`src/rtl/uart_rx_fifo_param.sv`:
```
// UART receiver with 16x oversampling, configurable frame format and a
// first-word-fall-through RX FIFO whose entries carry parity/framing error tags.
module uart_rx_fifo_param #(
    parameter int C_SYSTEM_FREQ = 50_000_000,
    parameter int C_BAUDRATE    = 57600,
    parameter int C_DATA_BITS   = 8,
    parameter int C_USE_PARITY  = 0,
    parameter int C_ODD_PARITY  = 0,
    parameter int C_STOP_BITS   = 1,
    parameter int C_FIFO_DEPTH  = 16
) (
    input  logic                          Clk,
    input  logic                          Reset,
    input  logic                          RX,
    input  logic                          Enable_rx,
    input  logic                          rd_uart_en,
    output logic [C_DATA_BITS-1:0]        RX_data,
    output logic                          RX_perr,
    output logic                          RX_ferr,
    output logic                          Empty,
    output logic                          Full,
    output logic [$clog2(C_FIFO_DEPTH):0] Count,
    output logic                          Overrun,
    input  logic                          clr_overrun,
    output logic                          Break_det
);

    localparam int DIV = C_SYSTEM_FREQ / (16 * C_BAUDRATE);
    localparam int DW  = (DIV > 1) ? $clog2(DIV) : 1;
    localparam int AW  = $clog2(C_FIFO_DEPTH);
    localparam int EW  = C_DATA_BITS + 2;
    localparam logic [AW:0] C_FULL_CNT = (AW + 1)'(C_FIFO_DEPTH);
    localparam logic [3:0]  C_LAST_BIT = 4'(C_DATA_BITS - 1);
    localparam logic        C_LAST_STOP = 1'(C_STOP_BITS - 1);

    typedef enum logic [2:0] {
        S_IDLE,
        S_START,
        S_DATA,
        S_PARITY,
        S_STOP,
        S_BRK_WAIT
    } state_t;

    logic                   r_rx_meta;
    logic                   r_rx_sync;
    logic                   r_rx_prev;
    logic                   w_fall;

    logic [DW-1:0]          r_div;
    logic                   w_tick;

    state_t                 r_state;
    state_t                 w_state_next;
    logic [3:0]             r_tick_cnt;
    logic [3:0]             w_tick_next;
    logic [3:0]             r_bit_cnt;
    logic [3:0]             w_bit_next;
    logic                   r_stop_cnt;
    logic                   w_stop_next;
    logic                   r_s7;
    logic                   w_s7_next;
    logic                   r_s8;
    logic                   w_s8_next;
    logic [C_DATA_BITS-1:0] r_shift;
    logic [C_DATA_BITS-1:0] w_shift_next;
    logic                   r_par_bit;
    logic                   w_par_next;
    logic                   r_ferr;
    logic                   w_ferr_next;

    logic                   w_maj;
    logic                   w_frame_ferr;
    logic                   w_frame_perr;
    logic                   w_is_break;
    logic                   w_done;

    logic [EW-1:0]          r_mem [C_FIFO_DEPTH];
    logic [AW-1:0]          r_wr_ptr;
    logic [AW-1:0]          r_rd_ptr;
    logic [AW:0]            r_count;
    logic                   r_overrun;
    logic                   r_break;
    logic                   w_push;
    logic                   w_pop;
    logic [EW-1:0]          w_head;

    // Two-flop synchroniser preset to the idle line level; r_rx_prev gives the falling edge.
    always_ff @(posedge Clk or posedge Reset) begin
        if (Reset) begin
            r_rx_meta <= 1'b1;
            r_rx_sync <= 1'b1;
            r_rx_prev <= 1'b1;
        end else begin
            r_rx_meta <= RX;
            r_rx_sync <= r_rx_meta;
            r_rx_prev <= r_rx_sync;
        end
    end

    assign w_fall = r_rx_prev & ~r_rx_sync;

    always_ff @(posedge Clk or posedge Reset) begin
        if (Reset) begin
            r_div <= '0;
        end else begin
            r_div <= w_tick ? '0 : r_div + 1'b1;
        end
    end

    assign w_tick = (r_div == DW'(DIV - 1));

    // Majority of the samples taken at ticks 7, 8 and the current one at tick 9.
    assign w_maj = (r_s7 & r_s8) | (r_s7 & r_rx_sync) | (r_s8 & r_rx_sync);

    assign w_frame_ferr = r_ferr | ~w_maj;
    assign w_frame_perr = (C_USE_PARITY != 0) &&
                          ((^r_shift ^ r_par_bit) != (C_ODD_PARITY != 0));
    assign w_is_break   = (r_shift == '0) && ((C_USE_PARITY == 0) || !r_par_bit) &&
                          w_frame_ferr;

    always_ff @(posedge Clk or posedge Reset) begin
        if (Reset) begin
            r_state    <= S_IDLE;
            r_tick_cnt <= '0;
            r_bit_cnt  <= '0;
            r_stop_cnt <= 1'b0;
            r_s7       <= 1'b1;
            r_s8       <= 1'b1;
            r_shift    <= '0;
            r_par_bit  <= 1'b0;
            r_ferr     <= 1'b0;
        end else begin
            r_state    <= w_state_next;
            r_tick_cnt <= w_tick_next;
            r_bit_cnt  <= w_bit_next;
            r_stop_cnt <= w_stop_next;
            r_s7       <= w_s7_next;
            r_s8       <= w_s8_next;
            r_shift    <= w_shift_next;
            r_par_bit  <= w_par_next;
            r_ferr     <= w_ferr_next;
        end
    end

    always_comb begin
        w_state_next = r_state;
        w_tick_next  = r_tick_cnt;
        w_bit_next   = r_bit_cnt;
        w_stop_next  = r_stop_cnt;
        w_s7_next    = r_s7;
        w_s8_next    = r_s8;
        w_shift_next = r_shift;
        w_par_next   = r_par_bit;
        w_ferr_next  = r_ferr;
        w_done       = 1'b0;

        if (!Enable_rx) begin
            w_state_next = S_IDLE;
            w_tick_next  = '0;
        end else begin
            if (w_tick && (r_state inside {S_START, S_DATA, S_PARITY, S_STOP})) begin
                w_tick_next = r_tick_cnt + 4'd1;
                if (r_tick_cnt == 4'd7) begin
                    w_s7_next = r_rx_sync;
                end
                if (r_tick_cnt == 4'd8) begin
                    w_s8_next = r_rx_sync;
                end
            end

            case (r_state)
                S_IDLE: begin
                    if (w_fall) begin
                        w_state_next = S_START;
                        w_tick_next  = '0;
                        w_ferr_next  = 1'b0;
                    end
                end
                S_START: begin
                    if (w_tick) begin
                        if (r_tick_cnt == 4'd7 && r_rx_sync) begin
                            w_state_next = S_IDLE;
                        end else if (r_tick_cnt == 4'd15) begin
                            w_state_next = S_DATA;
                            w_bit_next   = '0;
                        end
                    end
                end
                S_DATA: begin
                    if (w_tick) begin
                        if (r_tick_cnt == 4'd9) begin
                            w_shift_next = {w_maj, r_shift[C_DATA_BITS-1:1]};
                        end
                        if (r_tick_cnt == 4'd15) begin
                            if (r_bit_cnt == C_LAST_BIT) begin
                                w_state_next = (C_USE_PARITY != 0) ? S_PARITY : S_STOP;
                                w_stop_next  = 1'b0;
                            end else begin
                                w_bit_next = r_bit_cnt + 4'd1;
                            end
                        end
                    end
                end
                S_PARITY: begin
                    if (w_tick) begin
                        if (r_tick_cnt == 4'd9) begin
                            w_par_next = w_maj;
                        end
                        if (r_tick_cnt == 4'd15) begin
                            w_state_next = S_STOP;
                            w_stop_next  = 1'b0;
                        end
                    end
                end
                S_STOP: begin
                    // The last stop bit ends the frame at its mid-point so a
                    // back-to-back start edge is not missed.
                    if (w_tick) begin
                        if (r_tick_cnt == 4'd9) begin
                            if (r_stop_cnt == C_LAST_STOP) begin
                                w_done       = 1'b1;
                                w_state_next = w_is_break ? S_BRK_WAIT : S_IDLE;
                            end else begin
                                w_ferr_next = w_frame_ferr;
                            end
                        end
                        if (r_tick_cnt == 4'd15) begin
                            w_stop_next = 1'b1;
                        end
                    end
                end
                S_BRK_WAIT: begin
                    if (r_rx_sync) begin
                        w_state_next = S_IDLE;
                    end
                end
                default: begin
                    w_state_next = S_IDLE;
                end
            endcase
        end
    end

    assign w_pop  = rd_uart_en & ~Empty;
    assign w_push = w_done & ~w_is_break & (~Full | w_pop);

    always_ff @(posedge Clk) begin
        if (w_push) begin
            r_mem[r_wr_ptr] <= {w_frame_ferr, w_frame_perr, r_shift};
        end
    end

    always_ff @(posedge Clk or posedge Reset) begin
        if (Reset) begin
            r_wr_ptr  <= '0;
            r_rd_ptr  <= '0;
            r_count   <= '0;
            r_overrun <= 1'b0;
            r_break   <= 1'b0;
        end else begin
            if (w_push) begin
                r_wr_ptr <= r_wr_ptr + 1'b1;
            end
            if (w_pop) begin
                r_rd_ptr <= r_rd_ptr + 1'b1;
            end
            case ({w_push, w_pop})
                2'b10:   r_count <= r_count + 1'b1;
                2'b01:   r_count <= r_count - 1'b1;
                default: r_count <= r_count;
            endcase
            if (clr_overrun) begin
                r_overrun <= 1'b0;
            end else if (w_done && !w_is_break && Full && !w_pop) begin
                r_overrun <= 1'b1;
            end
            r_break <= w_done & w_is_break;
        end
    end

    assign w_head    = r_mem[r_rd_ptr];
    assign Empty     = (r_count == '0);
    assign Full      = (r_count == C_FULL_CNT);
    assign Count     = r_count;
    assign Overrun   = r_overrun;
    assign Break_det = r_break;
    assign RX_data   = Empty ? '0 : w_head[C_DATA_BITS-1:0];
    assign RX_perr   = ~Empty & w_head[C_DATA_BITS];
    assign RX_ferr   = ~Empty & w_head[C_DATA_BITS+1];

endmodule

```
`config.mk`:
```
export PLATFORM = sky130hd
export DESIGN_NAME = uart_rx_fifo_param
export DESIGN_NICKNAME = d
export VERILOG_FILES = /design/src/rtl/uart_rx_fifo_param.sv
export SDC_FILE = /design/constraint.sdc
export NUM_CORES = 1
export LEC_CHECK = 0
export CAP_MARGIN = 0
export CORE_MARGIN = 2
export CORE_UTILIZATION = 40
export CTS_CLUSTER_DIAMETER = 50
export DETAILED_ROUTE_END_ITERATION = 8
export SYNTH_ARGS = -nofsm -noshare
export SYNTH_HDL_FRONTEND = slang
export SYNTH_SLANG_ARGS = --single-unit
```
`constraint.sdc`:
```
create_clock -name Clk -period 3.8 [get_ports Clk]
set_input_delay 1.14 -clock Clk [delete_from_list [all_inputs] [get_ports Clk]]
set_output_delay 1.14 -clock Clk [all_outputs]
set_load 0.005 [all_outputs]
```
==> out/summary.txt, run 1 <==
Synth Cell Area: 8150 sq um
Post-synthesis sequential area ratio: 67.6%
DR pass1 iterations: 4
Seq cells post-synth: 191
Post-synth EDFFs: 144
Port bufs: 23
Clock period minus worst slack: 3.74 ns
Clock sinks: 191
Synth cell count leaders: edfxtp_1, mux4_2, dfrtp_1, nor2_1, nand2_1
Die X: 147 um
Asr flop ratio synth: 24.6%
I/O Pins: 25
Vias in the first global route: 4,429
Crit path launch type: flip-flop
R2R depth: 9
Worst-case hold path end point: r_rx_sync
Pwr Density: 422 nW/um^2
R2R Path End: Count[4]
Syn Inst Count: 477
Crit path max-delay family: multiplexers
Hold Slack: 0.357 ns
DRC viols: 0
Root Buffer: clkbuf_16
CP endpoint kind: output port
Hold depth: 0
Die Span Y: 147 um
Cell type with the largest total area after synthesis: edfxtp_1
CP Max Fanout: 8
Layout Skew: 0.0115 ns
Placed Area: 8850 sq um
# Max-Cap Violations: 0
Syn_area_per_cell: 17.1 sq um
DRT iter0 DRCs: 325
Synth warn: 0
Antenna cells: 0
Leakage: 3.73 nW
Post-route ant nets: 0
Pre-CTS setup slack: 0.0293 ns
TritonCTS Buffers: 17
Aggregate global-route resource usage: 16.4%
Maximum VDD drop: 0.000363 V
Clk buf depth: 2
Initial Util: 40.5%
Area Overhead vs Synth: 17.0%
Area of the die: 21,500 sq um
Largest net degree at the start of global routing: 40
Final Cell Area: 9540 sq um
Crit-path max cell delay: 0.55 ns
WP data required: 2.66 ns
Wire per inst: 20.0 um
Nets: 552
Synth area leaders: edfxtp_1, dfrtp_1, mux4_2, ha_1, mux2_2
Worst-skew pair later-pin latency: 0.43 ns
Final GP Congestion: 0.782
Fraction of the cycle the final worst path needs: 98.5%
Via count: 4,260
Post-DP HPWL: 10.4 mm
Final Power: 4.03 mW
Final WS setup: 0.0557 ns
Slew headroom: 50.9%
Initial antenna violation count: 0
Vias per inst: 5.23
Final Hold Viols: 0
Crit Path Category: flip-flop to output port
Slowest-stage cell, CP: mux4_2
Post-synth top flop: edfxtp_1
Min-delay worst type: flip-flop to flip-flop
Worst R2R Setup Slack: 0.66 ns
Arr. time, crit path: 2.60 ns
Buf+Inv Stages, Crit Path: 3
CTS tree: done
Final Slew Violations: 0
# hold bufs at CTS: 0
Worst-Margin Slew: 0.734 ns
Total gr overflow: 0
Most common cell on crit path: mux4_2
Clock Pin Slew Worst Setup and Hold Paths: 0.07 ns
Status: finished clean
R2R Path Start: r_shift[5]
Max Clock Freq: 267 MHz
Crit path cell chain: buf_6 > buf_12 > mux4_2 > mux4_2 > nor2b_1 > dlygate4sd2_1
Count leader, synth: edfxtp_1
Setup_tns: 0 ns
Top-area cell type share of the netlist area: 53.1%
Yosys cell types: 61
CORE AREA: 20,100 sq um
CTS H-tree depth: 4
Post-detailed-routing wire length: 16.3 mm
RSZ-0062 raised after global routing: yes
Layout cell share with drive strength beyond 1: 26.3%
Final setup fails: 0
Syn Nets: 498
Worst Hold Launch: r_rx_meta
Std cell rows: 52
First-pass GRT wire length: 25.9 mm
-- cells by family (layout without fill, tap and decap cells) --
kind of cell	count (synthesis)	after routing	synth area share, %
fa+ha+maj	16	16	2.52
other cells	1	1	0.0460
xor+xnor	15	15	1.70
mux	59	59	14.3
flops	191	191	67.6
compound gates	38	38	3.13
simple gates	122	122	8.81
buf+inv	35	102	1.87
-- cell type report --
cell class	instances	area, sq um
clock buffer	20	447
tap	270	338
multi-input combinational	251	2490
sequential	191	5510
clock inverter	12	125
timing repair buffer	56	577
inverter	14	52.6
fill	1680	10600
-- cells in the final DEF (no fill, tap or decap), drive strengths merged, types with 4 or more instances in the layout --
cell and instances:
a21oi 4, buf 33, clkbuf 20, clkdlybuf4s50 14
clkinv 4, dfrtp 42, dfstp 5, dlymetal6s2s 6
edfxtp 144, ha 14, inv 19, mux2 12
mux4 45, nand2 29, nand2b 4, nand3 14
nand4 8, nor2 29, nor2b 12, nor3 4
nor4 4, o21ai 16, or4 5, xnor2 10
xor2 5
-- stage by stage --
| step | util, % | std cells |
|---|---|---|
| final | 47.4 | 814 |
| after global routing | 47.4 | 814 |
| after CTS | 47.5 | 816 |
| after detailed placement | 44.0 | 776 |
| after global placement | 44.0 | 776 |
| after floorplan | - | 477 |
-- layer usage --
metal  track usage, %  up-vias  share of wire, %
li1                 -     1957                 -
met1             21.8     2197                43
met2             27.2       89                50
met3             3.63       17               5.0
met4             5.19        0               1.6
met5                0        -                 0
-- sequential cells by signal (all words and copies together) (netlist names) --
signal / count
r_stop_cnt: 1
r_rx_sync: 1
r_mem: 144
r_state: 3
Overrun: 1
r_ferr: 1
r_rd_ptr: 4
r_rx_meta: 1
r_shift: 8
r_bit_cnt: 4
r_rx_prev: 1
Break_det: 1
r_wr_ptr: 4
r_s8: 1
r_div: 6
r_s7: 1
Count: 5
r_tick_cnt: 4
-- worst max path at each step --
stage                      startpoint      endpoint  slack, ns  cells past startpoint
after floorplan             Enable_rx   r_mem[0][0]       0.48                      6
after CTS                 r_rd_ptr[0]    RX_data[6]      -0.12                      6
after global placement      Enable_rx  r_mem[14][8]       0.11                      7
after global routing      r_rd_ptr[0]    RX_data[1]     -0.006                      6
after detailed placement    Enable_rx  r_mem[14][6]       0.03                      7
final                     r_rd_ptr[0]    RX_data[5]       0.06                      6
-- power breakdown --
part           leakage [nW]  internal (mW)  switching, mW
combinational          1.27         0.0233         0.0397
clock                 0.275          0.937          0.789
sequential             2.19           2.23         0.0118
-- timing repair --
item / in CTS / in global routing
setup buffers: 5 / 0
pin swaps: 0 / 0
endpoints found under the setup margin: 9 / 8
resized for setup: 8 / 10
cloned: 3 / 0
hold endpoints to repair: 0 / 0
Power figures use the tool's default switching activity.
==> run 2: changes to the inputs <==
--- a/config.mk
+++ b/config.mk
@@ -6,8 +6,8 @@
 export NUM_CORES = 1
 export LEC_CHECK = 0
 export CAP_MARGIN = 0
-export CORE_MARGIN = 2
-export CORE_UTILIZATION = 40
+export CORE_MARGIN = 5
+export CORE_UTILIZATION = 39
 export CTS_CLUSTER_DIAMETER = 50
 export DETAILED_ROUTE_END_ITERATION = 8
 export SYNTH_ARGS = -nofsm -noshare
==> run 2 against run 1 <==
Sequential power is essentially flat. Non-clock buffer count up 1. Setup slack better by 0.063 ns. Via count is 0.23% higher. Count of clock-buffer cells in the layout is 3 lower. Die area rose by 11%. Utilization shrank 1.1 points. Critical path type unchanged. Largest cell class unchanged. Highest routed layer unchanged.
==> out/summary.txt, run 2 (synthesis results as in run 1) <==
Crit Path Category: flip-flop to output port (unchanged)
Final GP Congestion: 0.796 (was 0.782)
Port bufs: 23 (unchanged)
Setup_tns: 0 ns (unchanged)
Clock period minus worst slack: 3.68 ns (was 3.74 ns)
# hold bufs at CTS: 0 (unchanged)
Layout cell share with drive strength beyond 1: 26.8% (was 26.3%)
Final Hold Viols: 0 (unchanged)
Total gr overflow: 0 (unchanged)
First-pass GRT wire length: 25.8 mm (was 25.9 mm)
I/O Pins: 25 (unchanged)
Nets: 553 (was 552)
DRC viols: 0 (unchanged)
Aggregate global-route resource usage: 14.2% (was 16.4%)
Leakage: 3.65 nW (was 3.73 nW)
Post-DP HPWL: 10.6 mm (was 10.4 mm)
Crit path cell chain: buf_12 > mux4_2 > mux4_2 > nor2b_1 > dlygate4sd2_1 (was buf_6 > buf_12 > mux4_2 > mux4_2 > nor2b_1 > dlygate4sd2_1)
Crit-path max cell delay: 0.57 ns (was 0.55 ns)
Final Power: 4.00 mW (was 4.03 mW)
Worst-skew pair later-pin latency: 0.44 ns (was 0.43 ns)
Std cell rows: 52 (unchanged)
Max Clock Freq: 272 MHz (was 267 MHz)
Fill count: 1,768 (was 1,680)
Max Used Layer: met4 (unchanged)
Area of the die: 23,900 sq um (was 21,500 sq um)
Status: finished clean (unchanged)
Clk buf depth: 2 (unchanged)
Clock sinks: 191 (unchanged)
Via count: 4,270 (was 4,260)
Post-detailed-routing wire length: 16.0 mm (was 16.3 mm)
CORE AREA: 20,400 sq um (was 20,100 sq um)
Cts repair resizes: 10 (was 8)
Met3 wire len: 713 um (was 808 um)
Antenna cells: 0 (unchanged)
Layout Skew: 0.0128 ns (was 0.0115 ns)
Max reg flops: 144 (unchanged)
Registers with the most flip-flops: r_mem: 144 flops, r_shift: 8 flops, r_div: 6 flops (unchanged)
DRT iter0 DRCs: 254 (was 325)
Post-route ant nets: 0 (unchanged)
Final setup fails: 0 (unchanged)
Top reg by flops: r_mem (unchanged)
Pwr Density: 423 nW/um^2 (was 422 nW/um^2)
Layout Utilization: 46.4% (was 47.4%)
Slew headroom: 59.4% (was 50.9%)
Pre-CTS setup slack: 0.0992 ns (was 0.0293 ns)
DRT met1 WL: 7.11 mm (was 7.05 mm)
Final Slew Violations: 0 (unchanged)
Die X: 155 um (was 147 um)
TritonCTS Buffers: 17 (unchanged)
Hold Slack: 0.359 ns (was 0.357 ns)
WP data required: 2.66 ns (about the same)
Final Cell Area: 9470 sq um (was 9540 sq um)
Wire per inst: 19.7 um (was 20.0 um)
Fraction of the cycle the final worst path needs: 96.9% (was 98.5%)
Postcts setup bufs: 0 (was 5)
Crit path launch type: flip-flop (unchanged)
Most common cell on crit path: mux4_2 (unchanged)
CTS H-tree depth: 4 (unchanged)
Maximum VDD drop: 0.000305 V (was 0.000363 V)
Vias per inst: 5.24 (was 5.23)
Final WS setup: 0.119 ns (was 0.0557 ns)
CP endpoint kind: output port (unchanged)
Root Buffer: clkbuf_16 (unchanged)
Most frequent cells in the layout: edfxtp_1, mux4_2, dfrtp_1 (unchanged)
Min-delay worst type: flip-flop to flip-flop (unchanged)
Metal2 WL: 7.95 mm (was 8.15 mm)
Initial antenna violation count: 0 (unchanged)
Placed cells: 783 (was 776)
Buf+Inv Stages, Crit Path: 2 (was 3)
Die Span Y: 155 um (was 147 um)
Area Overhead vs Synth: 16.3% (was 17.0%)
Initial Util: 39.9% (was 40.5%)
Post-Layout Cell Count: 815 (was 814)
Largest net degree at the start of global routing: 39 (was 40)
Clock Pin Slew Worst Setup and Hold Paths: 0.07 ns (about the same)
Arr. time, crit path: 2.54 ns (was 2.60 ns)
# Max-Cap Violations: 0 (unchanged)
Placed Area: 8910 sq um (was 8850 sq um)
Slowest-stage cell, CP: mux4_2 (unchanged)
Worst-Margin Slew: 0.609 ns (was 0.734 ns)
Commonest non-fill, non-tap cell in the layout: edfxtp_1 (unchanged)
CTS tree: done (unchanged)
CP Max Fanout: 17 (was 8)
DR pass1 iterations: 4 (unchanged)
Vias in the first global route: 4,463 (was 4,429)
RSZ-0062 raised after global routing: no (was yes)
Crit path max-delay family: multiplexers (unchanged)
run 2: worst paths after layout:
check	start	end	slack, ns	cells after the start
min	r_rx_meta	r_rx_sync	0.36	0
min reg2reg	r_rx_meta	r_rx_sync	0.36	0
max in group asynchronous	Reset	r_rx_prev	1.95	3
min in group asynchronous	Reset	r_div[5]	1.11	2
max reg2reg	r_shift[7]	Count[4]	0.78	9
max	r_rd_ptr[0]	RX_data[7]	0.12	5
run 2: cell type report:
class                   count  area [sq um]  share of cell area, %
inverters                  14          52.6                  0.555
repair buffers             57           515                   5.44
clock buffers              17           425                   4.49
clock inverters            15           145                   1.53
flip-flops and latches    191          5510                   58.1
multi-input cells         251          2490                   26.3
well taps                 270           338                   3.57
run 2: worst register-to-register path, cell delays in order, from the launching register on:
cell     delay, ns
dfrtp_1       0.60
or4_1         0.59
a211o_1       0.33
a31o_2        0.26
inv_1         0.14
ha_1          0.28
a21o_1        0.19
a21oi_1       0.17
mux2i_1       0.23
xor2_1        0.15
run 2: per-layer routing:
metal	vias up	GRT usage (%)
li1	1966	-
met1	2211	19.7
met2	77	22.6
met3	16	3.16
met4	0	4.54
met5	-	0
run 2: where the power goes:
part	switching, mW	internal (mW)
Clock	0.833	0.871
Sequential	0.0119	2.22
Combinational	0.0399	0.0233
